[src/rtl/spi_frame_counter_pkg.sv]
// Shared types and constants for the SPI slave frame counter.
package spi_frame_counter_pkg;

  typedef enum logic [1:0] {
    IDLE  = 2'd0,
    COUNT = 2'd1,
    HOLD  = 2'd2
  } frame_state_e;

  localparam int SPI_DEFAULT_FRAME_LEN = 10;

endpackage

[src/rtl/spi_frame_counter.sv]
// SPI slave bit/frame counter: counts sampled bits against a loadable frame length,
// flags the last bit and frame completion, counts frames and latches aborted frames.
module spi_frame_counter
  import spi_frame_counter_pkg::*;
#(
  parameter int CNT_W       = 5,
  parameter int DEFAULT_LEN = SPI_DEFAULT_FRAME_LEN,
  parameter int FRM_CNT_W   = 8
) (
  input  logic                 clk,
  input  logic                 rst_n,
  input  logic                 ss_n_i,
  input  logic                 start_i,
  input  logic                 bit_en_i,
  input  logic                 len_load_i,
  input  logic [CNT_W-1:0]     len_in_i,
  input  logic                 mode_stop_i,
  input  logic                 err_clr_i,
  output logic [CNT_W-1:0]     count_o,
  output logic                 last_bit_o,
  output logic                 done_o,
  output logic                 busy_o,
  output logic [FRM_CNT_W-1:0] frame_cnt_o,
  output logic                 short_err_o
);

  frame_state_e           state_q, state_d;
  logic [CNT_W-1:0]       count_q, count_d;
  logic [CNT_W-1:0]       len_q, len_d;
  logic [FRM_CNT_W-1:0]   frame_cnt_q, frame_cnt_d;
  logic                   done_q, done_d;
  logic                   short_err_q, short_err_d;
  logic [CNT_W-1:0]       len_m1;
  logic                   abort;
  logic                   err_set;

  // len_q is never zero, so len_q-1 cannot underflow.
  assign len_m1 = len_q - CNT_W'(1);
  assign abort  = ss_n_i || !start_i;

  always_ff @(posedge clk) begin
    if (!rst_n) begin
      state_q     <= IDLE;
      count_q     <= '0;
      len_q       <= CNT_W'(DEFAULT_LEN);
      frame_cnt_q <= '0;
      done_q      <= 1'b0;
      short_err_q <= 1'b0;
    end else begin
      state_q     <= state_d;
      count_q     <= count_d;
      len_q       <= len_d;
      frame_cnt_q <= frame_cnt_d;
      done_q      <= done_d;
      short_err_q <= short_err_d;
    end
  end

  // Abort outranks bit_en: a bit arriving with ss_n/start dropping is discarded.
  always_comb begin
    state_d     = state_q;
    count_d     = count_q;
    len_d       = len_q;
    frame_cnt_d = frame_cnt_q;
    done_d      = 1'b0;
    err_set     = 1'b0;
    unique case (state_q)
      IDLE: begin
        if (len_load_i && (len_in_i != '0)) len_d = len_in_i;
        if (!abort) state_d = COUNT;
      end
      COUNT: begin
        if (abort) begin
          state_d = IDLE;
          count_d = '0;
          err_set = (count_q != '0);
        end else if (bit_en_i) begin
          if (count_q == len_m1) begin
            count_d     = '0;
            done_d      = 1'b1;
            frame_cnt_d = frame_cnt_q + FRM_CNT_W'(1);
            if (mode_stop_i) state_d = HOLD;
          end else begin
            count_d = count_q + CNT_W'(1);
          end
        end
      end
      HOLD: begin
        if (abort) begin
          state_d = IDLE;
          count_d = '0;
        end
      end
      default: begin
        state_d = IDLE;
        count_d = '0;
      end
    endcase
    short_err_d = short_err_q;
    if (err_clr_i) short_err_d = 1'b0;
    if (err_set)   short_err_d = 1'b1;
  end

  assign count_o     = count_q;
  assign last_bit_o  = (state_q == COUNT) && (count_q == len_m1);
  assign done_o      = done_q;
  assign busy_o      = (state_q != IDLE);
  assign frame_cnt_o = frame_cnt_q;
  assign short_err_o = short_err_q;

endmodule

[config.mk]
export PLATFORM = sky130hd
export DESIGN_NAME = spi_frame_counter
export DESIGN_NICKNAME = d
export VERILOG_FILES = /design/src/rtl/spi_frame_counter_pkg.sv /design/src/rtl/spi_frame_counter.sv
export SDC_FILE = /design/constraint.sdc
export NUM_CORES = 1
export LEC_CHECK = 0
export BUFFER_PORTS_ARGS = -buffer_cell sky130_fd_sc_hd__buf_4
export CORE_ASPECT_RATIO = 1.2
export CORE_UTILIZATION = 50
export CTS_CLUSTER_SIZE = 28
export DETAILED_ROUTE_END_ITERATION = 10
export GPL_TIMING_DRIVEN = 0
export PLACE_DENSITY = 0.76
export SLEW_MARGIN = 10
export SYNTH_ARGS = -nofsm -noshare
export SYNTH_HDL_FRONTEND = slang
export SYNTH_SLANG_ARGS = --single-unit
[constraint.sdc]
create_clock -name clk -period 3.45 [get_ports clk]
set_clock_uncertainty 0.2 [all_clocks]
set_input_delay 0.69 -clock clk [delete_from_list [all_inputs] [get_ports clk]]
set_output_delay 0.69 -clock clk [all_outputs]
set_load 0.005 [all_outputs]
Word-level counts from Yosys, hierarchy flattened
Cells that the tools add are included.
- bits of input ports: 13
- bits in registers: 22
- latch bits: 0
- RAM bits: 0
- memories: 0
- logic and storage cells: 53
- output and inout port bits: 17
- memory bits (read-only): 0
- add/sub/neg operators: 3
- multipliers: 0
- $lt $le $gt $ge: 0
- reductions and logical operators: 14
- bitwise gates (word level): 5
- mux-type cells: 17
- shift-type cells: 0
- div/mod/pow operators: 0
- eq/ne operators: 8
- operator list (kind ; count):
    $mux 5 ; 4
    $pmux 5 s3 ; 1
    $mux 2 ; 6
    $reduce_bool 5->1 ; 2
    $ne 3x3->1 const B ; 3
    $add 8x1->8 const B ; 1
    $pmux 2 s3 ; 1
    $add 5x1->5 const B ; 1
    $eq 5x5->1 ; 1
    $mux 1 ; 5
    $not 1->1 ; 5
    $reduce_and 5->1 ; 1
    $sub 5x1->5 const B ; 1
    $ne 2x2->1 const B ; 2
    $reduce_and 4->1 ; 1
    $reduce_bool 2->1 ; 2
    $reduce_or 4->1 ; 1
    $reduce_and 3->1 ; 1
    $eq 2x1->1 const B ; 1
    $eq 2x2->1 const B ; 1
    $logic_and 1x1->1 ; 2
    $logic_not 2->1 ; 1
    $reduce_and 2->1 ; 1
    $logic_not 1->1 ; 1
    $logic_or 1x1->1 ; 1

Longest topological paths before layout
- word-level depth: 6
- mapped depth: 9
- gate-level depth less buffers: 7

Worst setup path after synthesis
OpenSTA, ideal clock, no wires.
- kind: register -> output
- start: reg len_q[0]
- end: out last_bit_o
- slack: 0.718 ns
- arrival time: 1.842 ns
- buffers on the path: 2
- cell stages (with the launch flop): 9
- required time: 2.560 ns
- path through: dfxtp_1 inv_1 ha_1 xnor2_1 a211o_1 a211o_1 buf_6 clkbuf_1 nor2_1
- longest elaborated chain between the ends: 3
- RTL lines (what ; line ; source):
    start: declaration ; spi_frame_counter.sv:29 ; logic [CNT_W-1:0] len_q, len_d;
    start signal: assignment ; spi_frame_counter.sv:45 ; len_q <= CNT_W'(DEFAULT_LEN);
    start signal: assignment ; spi_frame_counter.sv:52 ; len_q <= len_d;
    $sub 5x1->5 ; spi_frame_counter.sv:38 ; assign len_m1 = len_q - CNT_W'(1);
    $eq 5x5->1 ; spi_frame_counter.sv:105 ; assign last_bit_o = (state_q == COUNT) && (count_q == len_m1);
    $logic_and 1x1->1 ; spi_frame_counter.sv:105 ;
    end: declaration ; spi_frame_counter.sv:20 ; output logic last_bit_o,
Every way passes these cells.

Final worst setup path
Ends and elaborated chain as after synthesis.

==> results.cfg <==
[sta]
period_needed_ps = 3136
min_period_over_period_pct = 90.90
drv_slew = 0
relSlewSlack_pct = 62.54
fin_setup_tns_ps = 0
setup_viol = 0
timing_worst_slew_pin_value_ps = 556.7
rsz0062_at_grt = no
hold_viol_final = 0
fmaxAchievable_mhz = 318.9

[layout]
layout_common_cells = 29 x buf_4, 22 x dfxtp_1, 14 x nand3_1
fin_area_sq_um = 1530
final_common_cell = buf_4
fin_nets = 199
diodes = 0
area_growth_syn_to_layout_pct = 24.92
drive_gt1_share_pct = 22.65
final_cells = 212

[die]
ios = 30
die_w_um = 47.19
coreArea_sq_um = 2306
start_util_pct = 53.12
dieArea_sq_um = 2653
chipHeight_um = 56.22
rows = 19

[cts]
htree_levels = 1
path_clk_slew_ps = 120
cts_root_buffer = clkbuf_4
cts_max_path_buffers = 2
post_cts_buffers = 0
cts_tree = done
clk_latency_ps = 330
clock_sinks = 22
numCtsBuffers = 3

[worst_hold_path]
holdPathStages = 2
hold_class = register to register
min_to = frame_cnt_o[7]$_SDFFE_PN0P_
min_from = frame_cnt_o[7]$_SDFFE_PN0P_

[critical_path]
critPathMaxFanout = 18
r2r_start = len_q[0]$_SDFFE_PN0P_
cp_data_required_time_ps = 2560
worstReg2RegEnd = frame_cnt_o[6]$_SDFFE_PN0P_
worstPathCellList = inv_1 -> ha_1 -> xnor2_1 -> a211o_1 -> a211o_1 -> buf_6 -> nor2_1 -> buf_4
critical-path-max-stage-delay_ps = 430
cpMostUsedCell = a211o_1
rrSetupSlack_ps = 830
reg2reg_depth = 8
worst-setup-path-type = register to primary output
crit_slowest_cell = dfxtp_1
endpoint_kind = primary output
cp-start-kind = register
arrival_ps = 2250

[detailed_routing]
drtIter0Drc = 43
drc = 0
dr.pass1.iters = 4
num_vias = 1218
wl_mm = 2.846
wl_per_cell_um = 13.42
ant_nets = 0
vias_per_cell = 5.745

[synthesis]
yosys-top-cells-area = dfxtp_1 36%, nand3_1 5.7%, a21oi_1 5.3%, xnor2_1 4.3%, ha_1 4.1%
synth_area_sq_um = 1225
syn_area_per_cell_sq_um = 8.221
synth_fp_nets = 166
synth_top_cell_by_area = dfxtp_1
synth.distinct_cells = 37
yosysSeqAreaShare_pct = 35.96
yosys_warnings = 0
yosysTopAreaCellShare_pct = 35.96
syn_inst = 149
synth_seq_cells = 22

[power]
ir_drop_uv = 244.1
p_per_area_nw_per_um2 = 339.3
p_leak_nw = 0.5910

[placed_design]
place_inst = 209
hpwl_mm = 2.187
placed_cell_area_sq_um = 1481
gp_congestion = 0.8193
io_buffers = 29

[global_route]
grtUsageTotal_pct = 23.84
antenna_found_initial = 0
grt_max_degree = 14
grt_pass1_wl_mm = 4.602
first_global_vias = 1090
overflow = 0

[job]
cap_violations = 0

[status]
status = finished clean
## sequential cells by signal (all words and copies together), names as in the netlist
name         cells
frame_cnt_o      8
count_o          5
len_q            5
state_q          2
done_o           1
short_err_o      1
## final cells by class
class                           instances  area, sq um
Inverter                               10        37.54
Fill cell                             221        775.7
Timing Repair Buffer                   29        217.7
Clock buffer                            3        22.52
Buffer                                  3        18.77
Multi-Input combinational cell        113        724.4
Clock inverter                          1        30.03
Tap cell                               31        38.79
Sequential cell                        22        440.4
## how the worst max path moves through the flow
stage	end	start	slack [ps]
2_1_floorplan	last_bit_o	len_q[0]$_SDFFE_PN0P_	720
3_3_place_gp	last_bit_o	len_q[0]$_SDFFE_PN0P_	420
3_5_place_dp	last_bit_o	len_q[0]$_SDFFE_PN0P_	340
4_1_cts	last_bit_o	len_q[0]$_SDFFE_PN0P_	30
5_1_grt	last_bit_o	len_q[0]$_SDFFE_PN0P_	190
6_report	last_bit_o	len_q[0]$_SDFFE_PN0P_	310
## logic make-up (layout without fill, tap and decap cells)
group / after synthesis / in the layout / share of synthesized area (%)
xor+xnor: 7 / 7 / 5.005
fa+ha+maj: 4 / 4 / 4.086
simple gates: 72 / 72 / 32.18
flops: 22 / 22 / 35.95
mux: 2 / 2 / 1.634
buf+inv: 14 / 46 / 4.903
compound gates: 28 / 28 / 16.24
## synthesized netlist by cell type, drive strengths merged
cell type  instances
a21oi             13
dfxtp             22
a31o               2
ha                 4
nand4bb            1
buf                1
a21bo              1
nand4              8
inv               10
nor4b              1
a31oi              1
xnor2              6
or3b               1
nand2             13
o21ai              3
and2               2
o211ai             1
or4                3
nand3b             1
nand2b             4
o31ai              2
a32oi              1
nor3               4
and4bb             1
mux2i              2
nand3             14
or2                1
a211o              2
nor4               3
nor2              10
clkbuf             3
and3b              1
xor2               1
nor2b              3
a2111oi            1
o311ai             1
or3                1
## through the flow
| step | power (mW) | hold WS, ps | setup slack (ps) | util [%] |
|---|---|---|---|---|
| 2_1_floorplan | 0.2998 | 259.1 | 718.2 | - |
| 3_3_place_gp | 0.3191 | 258.6 | 419.5 | 64.24 |
| 3_5_place_dp | 0.3212 | 270.0 | 342.5 | 64.24 |
| 4_1_cts | 0.5235 | 291.5 | 25.08 | 66.52 |
| 5_1_grt | 0.5384 | 317.5 | 185.9 | 66.36 |
| 6_report | 0.5192 | 285.5 | 314.0 | 66.36 |
## metal layers
metal / wire, um / vias up / global-route usage [%]
met5: 0 / - / 0
met2: 1465 / 28 / 40.48
met1: 1208 / 579 / 27.97
met3: 111 / 5 / 2.597
met4: 61 / 0 / 11.84
li1: - / 606 / -
## power breakdown
group / leakage (nW) / internal [mW] / total [mW] / switching, mW
clock network: 0.0279 / 0.118 / 0.204 / 0.0859
logic: 0.385 / 0.0249 / 0.0526 / 0.0277
registers: 0.178 / 0.258 / 0.263 / 0.00476
total: 0.591 / 0.401 / 0.519 / 0.118
## what timing repair did
item | CTS | global route
resized for setup | 1 | 0
pin swaps | 0 | 0
hold buffers | 0 | 0
setup endpoints to repair | 1 | 1
## worst max-delay path: cells and delay by family (launching register included)
kind | cells | cell delay, ps
AOI/OAI and AO/OA | 2 | 620
xor gates and xnor gates | 1 | 130
adders and majority gates | 1 | 310
buffers and inverters | 3 | 340
DFF | 1 | 430
and+or+nand+nor | 1 | 90
Power figures use the tool's default switching activity.
